## src/rtl/grn_bus_pkg.sv

```systemverilog
// Shared definitions for the tagged result bus: widths, FSM encoding and grant sources.
package grn_bus_pkg;

    localparam int ID_WIDTH      = 6;
    localparam int PAYLOAD_WIDTH = 376;
    localparam int BUS_WIDTH     = PAYLOAD_WIDTH + ID_WIDTH;

    typedef enum logic [1:0] {
        ST_IDLE    = 2'd0,
        ST_ARB     = 2'd1,
        ST_RD_WAIT = 2'd2
    } state_t;

    typedef enum logic {
        GRANT_LOCAL = 1'b0,
        GRANT_CHAIN = 1'b1
    } grant_t;

endpackage

```

## src/rtl/rr_arbiter2.sv

```systemverilog
// Two-requester round-robin arbiter (local FIFO vs. upstream chain).
// The priority pointer only moves when a grant is actually issued.
module rr_arbiter2
    import grn_bus_pkg::*;
(
    input  logic i_clk,
    input  logic i_rst,
    input  logic i_en,
    input  logic i_req_local,
    input  logic i_req_chain,
    output logic o_gnt_local,
    output logic o_gnt_chain
);

    grant_t r_last;

    always_comb begin
        o_gnt_local = 1'b0;
        o_gnt_chain = 1'b0;
        if (i_en) begin
            if (i_req_local && i_req_chain) begin
                o_gnt_chain = (r_last == GRANT_LOCAL);
                o_gnt_local = (r_last == GRANT_CHAIN);
            end else begin
                o_gnt_chain = i_req_chain;
                o_gnt_local = i_req_local;
            end
        end
    end

    always_ff @(posedge i_clk or posedge i_rst) begin
        if (i_rst)
            r_last <= GRANT_LOCAL;
        else if (o_gnt_chain)
            r_last <= GRANT_CHAIN;
        else if (o_gnt_local)
            r_last <= GRANT_LOCAL;
    end

endmodule

```

## src/rtl/control_fifo_data_out.sv

```systemverilog
// Return-path merge: pops local results, tags them with the core ID and
// interleaves them with upstream chain words onto a single-slot output bus.
module control_fifo_data_out
    import grn_bus_pkg::*;
#(
    parameter int ID            = 0,
    parameter int ID_WIDTH      = grn_bus_pkg::ID_WIDTH,
    parameter int PAYLOAD_WIDTH = grn_bus_pkg::PAYLOAD_WIDTH
) (
    input  logic                              i_clk,
    input  logic                              i_rst,
    input  logic                              i_start,
    input  logic                              i_fifo_out_empty,
    input  logic [PAYLOAD_WIDTH-1:0]          i_fifo_out_data,
    output logic                              o_fifo_out_re,
    input  logic                              i_chain_in_valid,
    input  logic [PAYLOAD_WIDTH+ID_WIDTH-1:0] i_chain_in_data,
    output logic                              o_chain_in_ready,
    output logic                              o_data_out_valid,
    output logic [PAYLOAD_WIDTH+ID_WIDTH-1:0] o_data_out,
    input  logic                              i_data_out_ready,
    input  logic                              i_local_done,
    input  logic                              i_chain_done_in,
    output logic                              o_done_out,
    output logic [31:0]                       o_sent_count
);

    localparam logic [ID_WIDTH-1:0] ID_TAG = ID_WIDTH'(ID);

    state_t                              r_state;
    state_t                              w_next;
    logic                                r_valid;
    logic [PAYLOAD_WIDTH+ID_WIDTH-1:0]   r_data;
    logic                                r_done;
    logic [31:0]                         r_cnt;
    logic                                w_slot_free;
    logic                                w_arb_en;
    logic                                w_gnt_local;
    logic                                w_gnt_chain;

    assign w_slot_free = ~r_valid | i_data_out_ready;
    assign w_arb_en    = (r_state == ST_ARB) & i_start & w_slot_free;

    rr_arbiter2 u_arb (
        .i_clk       (i_clk),
        .i_rst       (i_rst),
        .i_en        (w_arb_en),
        .i_req_local (~i_fifo_out_empty),
        .i_req_chain (i_chain_in_valid),
        .o_gnt_local (w_gnt_local),
        .o_gnt_chain (w_gnt_chain)
    );

    always_ff @(posedge i_clk or posedge i_rst) begin
        if (i_rst)
            r_state <= ST_IDLE;
        else
            r_state <= w_next;
    end

    always_comb begin
        w_next = r_state;
        case (r_state)
            ST_IDLE:    if (i_start) w_next = ST_ARB;
            ST_ARB:     if (!i_start) w_next = ST_IDLE;
                        else if (w_gnt_local) w_next = ST_RD_WAIT;
            ST_RD_WAIT: w_next = i_start ? ST_ARB : ST_IDLE;
            default:    w_next = ST_IDLE;
        endcase
    end

    always_comb begin
        o_fifo_out_re    = 1'b0;
        o_chain_in_ready = 1'b0;
        if (r_state == ST_ARB) begin
            o_fifo_out_re    = w_gnt_local;
            o_chain_in_ready = w_gnt_chain;
        end
    end

    // The slot is always empty in RD_WAIT: the read was only issued when the
    // slot was free, so any previous word transferred on that same edge.
    always_ff @(posedge i_clk or posedge i_rst) begin
        if (i_rst) begin
            r_valid <= 1'b0;
            r_data  <= '0;
            r_cnt   <= '0;
        end else if (o_chain_in_ready) begin
            r_valid <= 1'b1;
            r_data  <= i_chain_in_data;
        end else if (r_state == ST_RD_WAIT) begin
            r_valid <= 1'b1;
            r_data  <= {i_fifo_out_data, ID_TAG};
            r_cnt   <= r_cnt + 32'd1;
        end else if (i_data_out_ready) begin
            r_valid <= 1'b0;
        end
    end

    always_ff @(posedge i_clk or posedge i_rst) begin
        if (i_rst)
            r_done <= 1'b0;
        else
            r_done <= i_local_done & i_chain_done_in & i_fifo_out_empty & ~r_valid
                      & (r_state != ST_RD_WAIT) & ~i_chain_in_valid;
    end

    assign o_data_out_valid = r_valid;
    assign o_data_out       = r_data;
    assign o_done_out       = r_done;
    assign o_sent_count     = r_cnt;

endmodule
```

## config.mk

```make
export PLATFORM = sky130hd
export DESIGN_NAME = control_fifo_data_out
export DESIGN_NICKNAME = d
export VERILOG_FILES = /design/src/rtl/grn_bus_pkg.sv /design/src/rtl/rr_arbiter2.sv /design/src/rtl/control_fifo_data_out.sv
export SDC_FILE = /design/constraint.sdc
export NUM_CORES = 1
export LEC_CHECK = 0
export ABC_AREA = 1
export CAP_MARGIN = 20
export CORE_AREA = 2 2 458 460
export CTS_CLUSTER_SIZE = 30
export DETAILED_ROUTE_END_ITERATION = 10
export DIE_AREA = 0 0 460 462
export PLACE_DENSITY = 0.38
export SLEW_MARGIN = 20
export SYNTH_ARGS = -nofsm -noshare
export SYNTH_HDL_FRONTEND = slang
export SYNTH_SLANG_ARGS = --single-unit
```

## constraint.sdc

```tcl
create_clock -name i_clk -period 34.7 [get_ports i_clk]
set_input_delay 6.94 -clock i_clk [delete_from_list [all_inputs] [get_ports i_clk]]
set_output_delay 6.94 -clock i_clk [all_outputs]
set_load 0.01 [all_outputs]
```

### Word-level counts from Yosys, hierarchy flattened

Cells that the tools add are included.

| storage, ports and cells | value |
|---|---|
| logic and storage cells | 50 |
| bits of input ports | 766 |
| register bits | 419 |

| operators by class | value |
|---|---|
| reduce and logical (&&, ||, !) cells | 7 |
| eq/ne operators | 5 |
| mux-type cells | 18 |
| bitwise gates (word level) | 13 |
| $add $sub $neg | 1 |

Operators by type and width:

| kind | number |
|---|---|
| $mux W382 | 2 |
| $add A32 B1 Y32 const B | 1 |
| $mux W1 | 12 |
| $and A1 B1 Y1 | 7 |
| $mux W2 | 3 |
| $pmux W2 S3 | 1 |
| $not A1 Y1 | 5 |
| $ne A2 B2 Y1 const B | 2 |
| $reduce_and A2 Y1 | 2 |
| $reduce_bool A2 Y1 | 2 |
| $ne A3 B3 Y1 const B | 1 |
| $reduce_bool A3 Y1 | 1 |
| $eq A2 B1 Y1 const B | 1 |
| $eq A2 B2 Y1 const B | 1 |
| $logic_not A2 Y1 | 1 |
| $logic_and A1 B1 Y1 | 1 |
| $or A1 B1 Y1 | 1 |

### Longest topological paths before layout

Gate-level depths: netlist (run 1).

| depth | value |
|---|---|
| depth after elaboration | 7 |
| depth in mapped cells | 10 |
| gate-level depth less buffers | 8 |

### Hierarchy

A second synthesis (run 1) with hierarchy kept.

| second synthesis, totals | value |
|---|---|
| cells, all modules | 2455 |
| area total of the unflattened synthesis | 19157.1 sq um |

By module, submodules not included:

| module | cells each | instances | area an instance (sq um) | sequential area each (sq um) |
|---|---|---|---|---|
| control_fifo_data_out | 2443 | 1 | 19089.6 | 10460.0 |
| rr_arbiter2 | 12 | 1 | 67.6 | 25.0 |

### Worst setup path after synthesis (run 1)

OpenSTA, ideal clock, no wires.

| timing path | value |
|---|---|
| path kind | input-to-output |
| from | in i_start |
| to | out o_fifo_out_re |
| arrival time | 7.436 ns |
| stages | 4 |
| data required time | 27.760 ns |
| buffers on the path | 0 |
| slack | 20.324 ns |
| path through | nand3_1 -> nor3_1 -> nand2_1 -> inv_1 |

| on the way | value |
|---|---|
| word-level cells in the longest chain between the ends | 4 |

Ends and longest elaborated chain:

| what | line | RTL |
|---|---|---|
| from (decl) | control_fifo_data_out.sv:12 | `input logic i_start,` |
| $and A1 B1 Y1 (2 in a row) | control_fifo_data_out.sv:42 | `assign w_arb_en = (r_state == ST_ARB) & i_start & w_slot_free;` |
| $mux W1 | rr_arbiter2.sv:20 | `if (i_en) begin` |
| $mux W1 | control_fifo_data_out.sv:75 | `if (r_state == ST_ARB) begin` |
| to (decl) | control_fifo_data_out.sv:15 | `output logic o_fifo_out_re,` |

Every way passes these cells.

### Final worst setup path (run 1)

| timing path | value |
|---|---|
| from | in i_chain_in_valid |
| to | out o_chain_in_ready |

| on the way | value |
|---|---|
| word-level cells in the longest chain between the ends | 4 |

Ends and longest elaborated chain:

| what | line | RTL |
|---|---|---|
| from (decl) | control_fifo_data_out.sv:16 | `input logic i_chain_in_valid,` |
| $logic_and A1 B1 Y1 | rr_arbiter2.sv:21 | `if (i_req_local && i_req_chain) begin` |
| $mux W1 (*) | rr_arbiter2.sv:21 |  |
| $mux W1 (*) | rr_arbiter2.sv:20 |  |
| $mux W1 (*) | control_fifo_data_out.sv:75 |  |
| to (decl) | control_fifo_data_out.sv:18 | `output logic o_chain_in_ready,` |

Mark *: on every way between the ends. The rest lies on a longest branch, timed or not.

==> flow_results.xml, run 1 <==
<?xml version="1.0" encoding="UTF-8"?>
<metrics>
  <group name="clocking">
    <metric name="worst_setup_hold_path_clk_slew" unit="ps">50</metric>
    <metric name="clock_latency_late_sink" unit="ps">670</metric>
    <metric name="numCtsBuffers" unit="">67</metric>
    <metric name="post_cts_hold_buffer_count" unit="">0</metric>
    <metric name="clock_sinks" unit="">419</metric>
    <metric name="clock_tree.root_cell" unit="">clkbuf_16</metric>
    <metric name="clock_path_buffers" unit="">3</metric>
    <metric name="postCtsSetupBuffers" unit="">0</metric>
    <metric name="h-tree-depth" unit="">3</metric>
    <metric name="tritoncts" unit="">yes</metric>
    <metric name="postCtsResizedCells" unit="">0</metric>
  </group>
  <group name="global_routing">
    <metric name="grt_antenna_before_repair" unit="">29</metric>
    <metric name="globalRouteMet1Util" unit="%">17.4</metric>
    <metric name="grt.total_usage" unit="%">14.3</metric>
    <metric name="grt_first_pass_wirelength" unit="um">207000</metric>
    <metric name="globalRouteOverflowTotal" unit="">0</metric>
    <metric name="first_global_vias" unit="">24000</metric>
    <metric name="groute.layer.met2.usage" unit="%">21.9</metric>
    <metric name="globalRouteMet3Util" unit="%">7.43</metric>
    <metric name="gr-max-usage-layer" unit="">met2</metric>
    <metric name="grt_start_max_net_pins" unit="">167</metric>
  </group>
  <group name="detailed_routing">
    <metric name="avgViaCountPerCell" unit="">3.42</metric>
    <metric name="routed-via-count" unit="">23900</metric>
    <metric name="detail_route.iter0.violations" unit="">1389</metric>
    <metric name="route.detailed.drc" unit="">0</metric>
    <metric name="postRouteWirelength" unit="um">158000</metric>
    <metric name="drt-pass1-iter-count" unit="">6</metric>
    <metric name="route.detailed.wl_per_inst" unit="um">22.7</metric>
    <metric name="detail-route-antenna-nets" unit="">0</metric>
  </group>
  <group name="pwr">
    <metric name="cellPowerDensity" unit="nW/um^2">71.2</metric>
    <metric name="vdd_ir_drop_max" unit="V">0.0000359</metric>
    <metric name="power.leakage" unit="nW">17.9</metric>
  </group>
  <group name="worst_setup_path">
    <metric name="r2r_cells" unit="">9</metric>
    <metric name="timing.critical_path.from" unit="">i_chain_in_valid</metric>
    <metric name="worst-endpoint-required" unit="ps">27760</metric>
    <metric name="reg2reg_setup_slack" unit="ps">30950</metric>
    <metric name="reg2reg_from" unit="">o_data_out_valid</metric>
    <metric name="critPathTopFamily" unit="">buffers and inverters</metric>
    <metric name="worst_setup_path_start_kind" unit="">input port</metric>
    <metric name="cp.depth" unit="">5</metric>
    <metric name="worstSetupPathType" unit="">in2out</metric>
    <metric name="worst_path_largest_cell_delay" unit="ps">670</metric>
    <metric name="worstSetupEndpointType" unit="">output pin</metric>
    <metric name="endpoint" unit="">o_chain_in_ready</metric>
    <metric name="crit_path_frequent_cell" unit="">clkdlybuf4s50_1</metric>
    <metric name="worst-endpoint-arrival" unit="ps">9240</metric>
    <metric name="critical_path.slowest_cell" unit="">clkdlybuf4s50_1</metric>
    <metric name="r2r_end" unit="">o_data_out_valid</metric>
    <metric name="cp_cell_sequence" unit="">clkdlybuf4s50_1 &gt; o21a_4 &gt; nand2_2 &gt; inv_4 &gt; clkdlybuf4s50_1</metric>
    <metric name="critical_path_buf_inv_count" unit="">3</metric>
    <metric name="critical_path_peak_fanout" unit="">26</metric>
  </group>
  <group name="placed_design">
    <metric name="detailedPlacementHpwl" unit="um">128000</metric>
    <metric name="placement.setup.worst_slack" unit="ps">18420</metric>
    <metric name="rd_place_congestion" unit="">0.878</metric>
    <metric name="portBuffers" unit="">1183</metric>
  </group>
  <group name="yosys">
    <metric name="post-synth-top-area-cell" unit="">dfrtp_1</metric>
    <metric name="post_synth.cell_area_avg" unit="sq um">6.95</metric>
    <metric name="yosysWarnings" unit="">0</metric>
    <metric name="synth.net_count" unit="">3866</metric>
    <metric name="ys_top_cells_by_area" unit="">dfrtp_1 (49%), nand2_1 (28%), nand3_1 (9.1%)</metric>
    <metric name="post_synth_num_cell_types" unit="">24</metric>
    <metric name="post_synth_instance_area" unit="sq um">21500</metric>
    <metric name="post_synth_inst_count" unit="">3099</metric>
    <metric name="synth-seq-area-share" unit="%">48.7</metric>
    <metric name="synth_seq_cells" unit="">419</metric>
    <metric name="synth_top_area_share" unit="%">48.7</metric>
  </group>
  <group name="die">
    <metric name="pin_count" unit="">1184</metric>
    <metric name="die_w" unit="um">460</metric>
    <metric name="num_rows" unit="">168</metric>
    <metric name="die_y" unit="um">462</metric>
    <metric name="fp.dieArea" unit="sq um">213000</metric>
    <metric name="core_ar" unit="sq um">208000</metric>
    <metric name="floorplan.initialDensity" unit="%">10.3</metric>
  </group>
  <group name="cells_and_area">
    <metric name="num-fill-cells" unit="">23700</metric>
    <metric name="mostFrequentLayoutCells" unit="">nand2_1 (1,623), clkdlybuf4s50_1 (1,183), dfrtp_1 (419), inv_1 (403), nand3_1 (390)</metric>
    <metric name="multi_input_area" unit="sq um">8580</metric>
    <metric name="regArea" unit="sq um">10500</metric>
    <metric name="final_layout_size_suffix_gt1_share" unit="%">3.47</metric>
    <metric name="area.growth.synth_to_final" unit="%">78.1</metric>
    <metric name="layout.cells.most_common" unit="">nand2_1</metric>
    <metric name="finalNetCount" unit="">4977</metric>
  </group>
  <group name="hold_path">
    <metric name="holdCritPathClass" unit="">reg2reg</metric>
  </group>
  <group name="timing">
    <metric name="hold_violations" unit="">0</metric>
    <metric name="setup_viol" unit="">0</metric>
    <metric name="worst_clock_skew" unit="ps">28.0</metric>
    <metric name="tightest_slew" unit="ps">1350</metric>
    <metric name="final.setup.worst_slack" unit="ps">18520</metric>
    <metric name="drv_slew" unit="">0</metric>
    <metric name="grt_setup_unrepaired" unit="">no</metric>
    <metric name="fin_crit" unit="ps">16180</metric>
    <metric name="setup_tns" unit="ps">0</metric>
    <metric name="max-slew-margin-rel" unit="%">9.76</metric>
    <metric name="min_period_over_period" unit="%">46.6</metric>
    <metric name="fmaxAchievable" unit="MHz">61.8</metric>
  </group>
  <group name="flow_run">
    <metric name="max_cap_viol_count" unit="">0</metric>
  </group>
  <group name="run_status">
    <metric name="status" unit="">finished clean</metric>
  </group>
</metrics>
-- cells by family after synthesis --
family / synth area share, %
simple gates: 39.1
buf+inv: 11.5
flops: 48.7
xor+xnor: 0.570
compound gates: 0.128
fa+ha+maj: 0.0581
-- layer usage --
layer	up-vias	share of wire, %
li1	11500	-
met1	11300	42
met2	969	43
met3	142	13
met4	4	2.2
met5	-	0.020
-- layout make-up --
| type | count | share of cell area [%] |
|---|---|---|
| flip-flops and latches | 419 | 27.4 |
| clock inverters | 35 | 1.01 |
| inverters | 408 | 4.04 |
| clock buffers | 85 | 4.87 |
| diodes | 6 | 0.0392 |
| well taps | 2720 | 8.88 |
| multi-input cells | 2105 | 22.4 |
| repair buffers | 1209 | 31.4 |
-- power by group --
part           internal (W)  switching (W)
sequential         0.000699       0.000130
combinational      0.000518       0.000664
clock              0.000427       0.000291
total               0.00164        0.00109
-- flip-flops by register name (all words and copies together), names as in the netlist --
register and flops:
u_arb.r_last 1, o_data_out 382, o_done_out 1, o_data_out_valid 1, o_sent_count 32, r_state 2
-- how the worst min path moves through the flow --
stage                    startpoint         endpoint  cells after the start
finish                o_data_out[6]    o_data_out[6]                      2
global placement    o_data_out[152]  o_data_out[152]                      2
floorplan                r_state[0]       r_state[0]                      3
global route          o_data_out[9]    o_data_out[9]                      2
CTS                 o_data_out[338]  o_data_out[338]                      2
detailed placement  o_data_out[206]  o_data_out[206]                      2
-- synthesized netlist by cell type --
master and instances:
nand2_1 1623, dfrtp_1 419, inv_1 404, nand3_1 390
buf_2 114, nor2_1 45, buf_4 37, clkbuf_1 13
nand3b_1 11, xor2_1 9, nand4_1 6, nor3_1 5
xnor2_1 5, o21ai_0 4, inv_2 3, buf_6 2
nand2_2 2, and2_1 1, buf_8 1, ha_1 1
inv_4 1, nor2_4 1, nor2_8 1, o21a_1 1
-- worst reg2reg max path, delay by kind of cell, from the launching register on --
kind                   cells  cell delay [ps]
and+or+nand+nor            4              960
buffers and inverters      4             1920
AOI/OAI and AO/OA          1              330
DFF                        1              360
-- stage by stage --
step	power, W	utilization [%]	hold slack (ps)	instance area (sq um)	cells
after detailed placement	0.00206	17.3	457	36100	6861
after global routing	0.00293	18.4	486	38300	6983
final	0.00273	18.4	467	38300	6987
after CTS	0.00282	18.4	471	38300	6981
after global placement	0.00206	17.3	455	36100	6861
after floorplan	0.00116	-	503	21500	3099
(Power assumes the default switching activity.)
==> run 2, diff against run 1 <==
Settings changed: PLACE_DENSITY 0.38 to 0.39.
Clock period 34.7 ns to 14 ns, I/O delays scaled along.
==> run 2 against run 1 <==
  * Cell count fell by 0.17%
  * Power rose by 140%
  * Via count up 0.30%
  * Final area down 0.39%
  * Die area unchanged
  * Largest cell class unchanged
  * Sequential power increased by 150%
  * Clock skew grew 7.6 ps
  * Global-route usage rose by 0.056 points
  * Critical path depth is 1 higher
  * Critical endpoint unchanged
  * Sequential share of layout area is 0.11 points higher
==> flow_results.xml, run 2 (synthesis results as in run 1) <==
<?xml version="1.0" encoding="UTF-8"?>
<metrics>
  <group name="run_status">
    <metric name="status" unit="">finished clean</metric>
  </group>
  <group name="worst_setup_path">
    <metric name="critical_path_peak_fanout" unit="">23</metric>
    <metric name="worst_setup_path_start_kind" unit="">input port</metric>
    <metric name="reg2reg_from" unit="">r_state[1]</metric>
    <metric name="reg2reg_setup_slack" unit="ps">9810</metric>
    <metric name="r2r_cells" unit="">10</metric>
    <metric name="worstSetupPathType" unit="">in2out</metric>
    <metric name="worst-endpoint-arrival" unit="ps">4950</metric>
    <metric name="worstSetupEndpointType" unit="">output pin</metric>
    <metric name="worst-endpoint-required" unit="ps">11200</metric>
    <metric name="r2r_end" unit="">o_data_out[272]</metric>
  </group>
  <group name="global_routing">
    <metric name="grt_antenna_before_repair" unit="">21</metric>
    <metric name="first_global_vias" unit="">24000</metric>
    <metric name="globalRouteOverflowTotal" unit="">0</metric>
    <metric name="grt_start_max_net_pins" unit="">153</metric>
    <metric name="grt_first_pass_wirelength" unit="um">210000</metric>
    <metric name="grt.total_usage" unit="%">14.3</metric>
  </group>
  <group name="die">
    <metric name="floorplan.initialDensity" unit="%">10.3</metric>
    <metric name="core_ar" unit="sq um">208000</metric>
    <metric name="die_y" unit="um">462</metric>
    <metric name="pin_count" unit="">1184</metric>
    <metric name="die_w" unit="um">460</metric>
    <metric name="fp.dieArea" unit="sq um">213000</metric>
    <metric name="num_rows" unit="">168</metric>
  </group>
  <group name="detailed_routing">
    <metric name="route.detailed.wl_per_inst" unit="um">22.8</metric>
    <metric name="routed-via-count" unit="">24000</metric>
    <metric name="postRouteWirelength" unit="um">159000</metric>
    <metric name="route.detailed.drc" unit="">0</metric>
    <metric name="detail_route.iter0.violations" unit="">1676</metric>
    <metric name="drt-pass1-iter-count" unit="">5</metric>
    <metric name="detail-route-antenna-nets" unit="">0</metric>
    <metric name="avgViaCountPerCell" unit="">3.44</metric>
  </group>
  <group name="timing">
    <metric name="final.setup.worst_slack" unit="ps">6250</metric>
    <metric name="setup_tns" unit="ps">0</metric>
    <metric name="hold_violations" unit="">0</metric>
    <metric name="worst_clock_skew" unit="ps">35.7</metric>
    <metric name="drv_slew" unit="">0</metric>
    <metric name="setup_viol" unit="">0</metric>
    <metric name="fin_crit" unit="ps">7750</metric>
    <metric name="grt_setup_unrepaired" unit="">no</metric>
    <metric name="tightest_slew" unit="ps">1130</metric>
    <metric name="min_period_over_period" unit="%">55.3</metric>
    <metric name="fmaxAchievable" unit="MHz">129</metric>
    <metric name="max-slew-margin-rel" unit="%">24.4</metric>
  </group>
  <group name="hold_path">
    <metric name="holdPathStages" unit="">2</metric>
    <metric name="hold_path_startpoint" unit="">o_data_out[295]</metric>
    <metric name="worst_hold_path.endpoint" unit="">o_data_out[295]</metric>
    <metric name="holdCritPathClass" unit="">reg2reg</metric>
  </group>
  <group name="pwr">
    <metric name="power.leakage" unit="nW">17.8</metric>
    <metric name="vdd_ir_drop_max" unit="V">0.0000909</metric>
    <metric name="cellPowerDensity" unit="nW/um^2">175</metric>
  </group>
  <group name="clocking">
    <metric name="clock_path_buffers" unit="">3</metric>
    <metric name="tritoncts" unit="">yes</metric>
    <metric name="clock_sinks" unit="">419</metric>
    <metric name="h-tree-depth" unit="">2</metric>
    <metric name="clock_tree.root_cell" unit="">clkbuf_16</metric>
    <metric name="postCtsResizedCells" unit="">0</metric>
    <metric name="numCtsBuffers" unit="">61</metric>
    <metric name="worst_setup_hold_path_clk_slew" unit="ps">60</metric>
    <metric name="clock_latency_late_sink" unit="ps">700</metric>
    <metric name="post_cts_hold_buffer_count" unit="">0</metric>
    <metric name="postCtsSetupBuffers" unit="">0</metric>
  </group>
  <group name="cells_and_area">
    <metric name="multi_input_area" unit="sq um">8580</metric>
    <metric name="utilization" unit="%">18.3</metric>
    <metric name="layout.cell_area.non_filler" unit="sq um">38200</metric>
    <metric name="area.growth.synth_to_final" unit="%">77.4</metric>
    <metric name="layout.cells.most_common" unit="">nand2_1</metric>
    <metric name="final_layout_size_suffix_gt1_share" unit="%">3.11</metric>
    <metric name="finalNetCount" unit="">4971</metric>
    <metric name="num-fill-cells" unit="">23700</metric>
    <metric name="mostFrequentLayoutCells" unit="">nand2_1 (1,623), clkdlybuf4s50_1 (1,183), dfrtp_1 (419), inv_1 (403), nand3_1 (390)</metric>
    <metric name="largest_register_ffs" unit="">382</metric>
    <metric name="regArea" unit="sq um">10500</metric>
  </group>
  <group name="placed_design">
    <metric name="detailedPlacementHpwl" unit="um">130000</metric>
    <metric name="placement.setup.worst_slack" unit="ps">6230</metric>
    <metric name="portBuffers" unit="">1183</metric>
    <metric name="place_area" unit="sq um">36100</metric>
    <metric name="rd_place_congestion" unit="">0.874</metric>
  </group>
  <group name="flow_run">
    <metric name="max_cap_viol_count" unit="">0</metric>
  </group>
</metrics>
-- run 2: worst max-delay path by stage --
stage / start / end / slack, ps
6_report: i_start / o_chain_in_ready / 6250
5_1_grt: i_start / o_chain_in_ready / 6150
4_1_cts: i_start / o_chain_in_ready / 6220
3_5_place_dp: i_start / o_chain_in_ready / 6230
3_3_place_gp: i_start / o_chain_in_ready / 6250
2_1_floorplan: i_rst / o_data_out[0] / 5550
-- run 2: power by group --
part | internal, W | switching (W)
logic | 0.00129 | 0.00165
clock network | 0.00100 | 0.000660
registers | 0.00173 | 0.000333
total | 0.00402 | 0.00264
-- run 2: cell type report --
cell class,count,share of cell area (%)
antenna,4,0.0262
clock buffer,82,4.39
clock inverter,28,1.05
inverter,408,4.05
multi-input combinational,2105,22.5
sequential,419,27.5
tap,2720,8.91
timing repair buffer,1209,31.7
-- run 2: stage by stage --
step / instances / hold WS (ps) / total power [W]
detailed placement: 6861 / 458 / 0.00513
floorplan: 3099 / 503 / 0.00289
finish: 6975 / 468 / 0.00666
global route: 6972 / 484 / 0.00716
CTS: 6971 / 472 / 0.00688
global placement: 6860 / 453 / 0.00514
-- run 2: layer usage --
| metal | vias up | global-route usage [%] | routed length [um] |
|---|---|---|---|
| met2 | 968 | 22.1 | 69400 |
| met4 | 0 | 2.30 | 2190 |
| li1 | 11500 | - | - |
| met1 | 11400 | 18.0 | 67700 |
| met5 | - | 0 | 0 |
| met3 | 111 | 7.23 | 19800 |
-- run 2: worst max-delay path, cell delays in order --
cell and delay [ps]:
clkdlybuf4s50_1 500, nand3_1 150, nor2_4 490, nand2_2 150
inv_4 250, clkdlybuf4s50_1 610
==> run 3, diff against run 2 <==
Settings changed: CORE_AREA 2 2 458 460 to 2 2 461 463, DIE_AREA 0 0 460 462 to 0 0 463 465, PLACE_DENSITY 0.39 to 0.38.
Clock period 14 ns to 7.31 ns, I/O delays scaled along.
==> run 3 against run 2 <==
  * First-iteration DRC count down 14%
  * Utilization down 0.14 points
  * Wire length up 0.20%
  * Final area up 0.55%
  * Clock power up 95%
  * Hold slack worse by 2.1 ps
  * Count of clock-buffer cells in the layout down 1
  * Critical endpoint unchanged
  * Highest routed layer is now met5
==> flow_results.xml, run 3 (synthesis results as in run 1) <==
<?xml version="1.0" encoding="UTF-8"?>
<metrics>
  <group name="global_routing">
    <metric name="globalRouteOverflowTotal" unit="">0</metric>
    <metric name="grt.total_usage" unit="%">14.3</metric>
    <metric name="first_global_vias" unit="">24600</metric>
    <metric name="grt_start_max_net_pins" unit="">141</metric>
    <metric name="grt_antenna_before_repair" unit="">17</metric>
    <metric name="grt_first_pass_wirelength" unit="um">214000</metric>
  </group>
  <group name="worst_setup_path">
    <metric name="r2r_cells" unit="">10</metric>
    <metric name="r2r_end" unit="">o_data_out[247]</metric>
    <metric name="critical_path_peak_fanout" unit="">29</metric>
    <metric name="worstSetupPathType" unit="">in2out</metric>
    <metric name="reg2reg_setup_slack" unit="ps">4040</metric>
    <metric name="crit_path_frequent_cell" unit="">clkdlybuf4s50_1</metric>
    <metric name="worst_setup_path_start_kind" unit="">input port</metric>
    <metric name="worstSetupEndpointType" unit="">output pin</metric>
    <metric name="worst-endpoint-arrival" unit="ps">3590</metric>
    <metric name="cp_cell_sequence" unit="">clkdlybuf4s50_1 &gt; o21a_4 &gt; nand2_2 &gt; inv_4 &gt; clkdlybuf4s50_1</metric>
    <metric name="critical_path.slowest_cell" unit="">clkdlybuf4s50_1</metric>
    <metric name="worst-endpoint-required" unit="ps">5850</metric>
    <metric name="worst_path_largest_cell_delay" unit="ps">590</metric>
    <metric name="reg2reg_from" unit="">o_data_out_valid</metric>
  </group>
  <group name="clocking">
    <metric name="clock_path_buffers" unit="">3</metric>
    <metric name="numCtsBuffers" unit="">60</metric>
    <metric name="tritoncts" unit="">yes</metric>
    <metric name="postCtsResizedCells" unit="">0</metric>
    <metric name="h-tree-depth" unit="">2</metric>
    <metric name="clock_tree.root_cell" unit="">clkbuf_16</metric>
    <metric name="clock_sinks" unit="">419</metric>
    <metric name="worst_setup_hold_path_clk_slew" unit="ps">50</metric>
    <metric name="post_cts_hold_buffer_count" unit="">0</metric>
    <metric name="postCtsSetupBuffers" unit="">0</metric>
    <metric name="clock_latency_late_sink" unit="ps">680</metric>
  </group>
  <group name="run_status">
    <metric name="status" unit="">finished clean</metric>
  </group>
  <group name="pwr">
    <metric name="vdd_ir_drop_max" unit="V">0.000233</metric>
    <metric name="internal-power" unit="W">0.00773</metric>
    <metric name="power.leakage" unit="nW">17.9</metric>
    <metric name="netSwitchingFraction" unit="%">39.5</metric>
    <metric name="combPwrFrac" unit="%">43.7</metric>
    <metric name="clockPowerShare" unit="%">25.3</metric>
    <metric name="cellPowerDensity" unit="nW/um^2">333</metric>
    <metric name="pwr-share-seq" unit="%">31.0</metric>
    <metric name="netSwitchingPower" unit="W">0.00504</metric>
  </group>
  <group name="timing">
    <metric name="min_period_over_period" unit="%">69.1</metric>
    <metric name="drv_slew" unit="">0</metric>
    <metric name="max-slew-margin-rel" unit="%">24.8</metric>
    <metric name="setup_tns" unit="ps">0</metric>
    <metric name="hold_violations" unit="">0</metric>
    <metric name="fmaxAchievable" unit="MHz">198</metric>
    <metric name="grt_setup_unrepaired" unit="">no</metric>
    <metric name="setup_viol" unit="">0</metric>
    <metric name="worst_clock_skew" unit="ps">34.7</metric>
    <metric name="tightest_slew" unit="ps">1130</metric>
    <metric name="fin_crit" unit="ps">5050</metric>
  </group>
  <group name="cells_and_area">
    <metric name="layout.cells.most_common" unit="">nand2_1</metric>
    <metric name="area.growth.synth_to_final" unit="%">78.4</metric>
    <metric name="finalNetCount" unit="">4965</metric>
    <metric name="mostFrequentLayoutCells" unit="">nand2_1 (1,623), clkdlybuf4s50_1 (1,183), dfrtp_1 (419), inv_1 (403), nand3_1 (390)</metric>
    <metric name="regArea" unit="sq um">10500</metric>
    <metric name="multi_input_area" unit="sq um">8580</metric>
    <metric name="num-fill-cells" unit="">24100</metric>
    <metric name="layout.cell_area.non_filler" unit="sq um">38400</metric>
    <metric name="final_layout_size_suffix_gt1_share" unit="%">3.09</metric>
    <metric name="largest_register_ffs" unit="">382</metric>
  </group>
  <group name="placed_design">
    <metric name="place_area" unit="sq um">36300</metric>
    <metric name="rd_place_congestion" unit="">0.893</metric>
    <metric name="portBuffers" unit="">1183</metric>
    <metric name="detailedPlacementHpwl" unit="um">130000</metric>
  </group>
  <group name="die">
    <metric name="core_ar" unit="sq um">211000</metric>
    <metric name="die_y" unit="um">465</metric>
    <metric name="floorplan.initialDensity" unit="%">10.2</metric>
    <metric name="die_w" unit="um">463</metric>
    <metric name="num_rows" unit="">169</metric>
    <metric name="fp.dieArea" unit="sq um">215000</metric>
    <metric name="pin_count" unit="">1184</metric>
  </group>
  <group name="detailed_routing">
    <metric name="detail_route.iter0.violations" unit="">1436</metric>
    <metric name="route.detailed.wl_per_inst" unit="um">22.6</metric>
    <metric name="route.detailed.drc" unit="">0</metric>
    <metric name="routed-via-count" unit="">23900</metric>
    <metric name="detail-route-antenna-nets" unit="">0</metric>
    <metric name="postRouteWirelength" unit="um">159000</metric>
    <metric name="avgViaCountPerCell" unit="">3.38</metric>
    <metric name="drt-pass1-iter-count" unit="">5</metric>
  </group>
  <group name="hold_path">
    <metric name="worst_hold_path.endpoint" unit="">o_data_out[79]</metric>
    <metric name="hold_path_startpoint" unit="">o_data_out[79]</metric>
    <metric name="holdCritPathClass" unit="">reg2reg</metric>
    <metric name="holdPathStages" unit="">2</metric>
  </group>
  <group name="flow_run">
    <metric name="max_cap_viol_count" unit="">0</metric>
  </group>
</metrics>
## run 3: cell types whose count changed in the layout (fill, tap and decap cells not counted)
cell,before,now
clkbuf_8,7,11
clkinvlp_4,6,3
clkbuf_1,14,9
inv_6,6,2
buf_12,4,12
clkinv_4,0,2
clkinv_2,8,13
buf_4,22,9
## run 3: through the flow
step | worst slack (ps) | utilization, % | total power (W) | hold WS (ps) | instances
after floorplan | 196 | - | 0.00553 | 503 | 3099
after global placement | 2160 | 17.2 | 0.00983 | 452 | 6957
after detailed placement | 2170 | 17.2 | 0.00982 | 457 | 6957
after CTS | 2160 | 18.2 | 0.0132 | 472 | 7066
after global routing | 2150 | 18.2 | 0.0137 | 488 | 7070
final | 2260 | 18.2 | 0.0128 | 466 | 7070
## run 3: power by group through the flow
stage / combinational, W / clock [W] / sequential (W)
2_1_floorplan: 0.00119 / 0 / 0.00434
3_3_place_gp: 0.00586 / 0 / 0.00397
3_5_place_dp: 0.00583 / 0 / 0.00399
4_1_cts: 0.00585 / 0.00340 / 0.00398
5_1_grt: 0.00617 / 0.00347 / 0.00410
6_report: 0.00558 / 0.00323 / 0.00396
## run 3: metal layers
layer	vias to the layer above	track usage, %	wire (um)
met4	2	3.48	3630
met5	-	0	13
met1	11300	17.0	65500
li1	11500	-	-
met2	956	22.5	70800
met3	129	7.56	19500
## run 3: critical path: cells and delay by family
kind	cells	cell delay, ps
buffers and inverters	3	1410
and+or+nand+nor	1	190
AOI/OAI and AO/OA	1	520
## run 3: how the worst max path moves through the flow
stage,startpoint,to,slack [ps],cells after the start
CTS,i_fifo_out_empty,o_chain_in_ready,2160,5
global route,i_fifo_out_empty,o_chain_in_ready,2150,5
finish,i_fifo_out_empty,o_chain_in_ready,2260,5
floorplan,i_rst,o_data_out[0],200,1
global placement,i_fifo_out_empty,o_chain_in_ready,2160,5
detailed placement,i_fifo_out_empty,o_chain_in_ready,2170,5
## run 3: final cells by class
| type | count | share of cell area, % |
|---|---|---|
| timing repair buffer | 1204 | 31.6 |
| sequential | 419 | 27.3 |
| multi-input combinational | 2105 | 22.3 |
| tap | 2821 | 9.19 |
| clock buffer | 81 | 4.46 |
| inverter | 408 | 4.02 |
| clock inverter | 28 | 1.00 |
| antenna | 4 | 0.0261 |
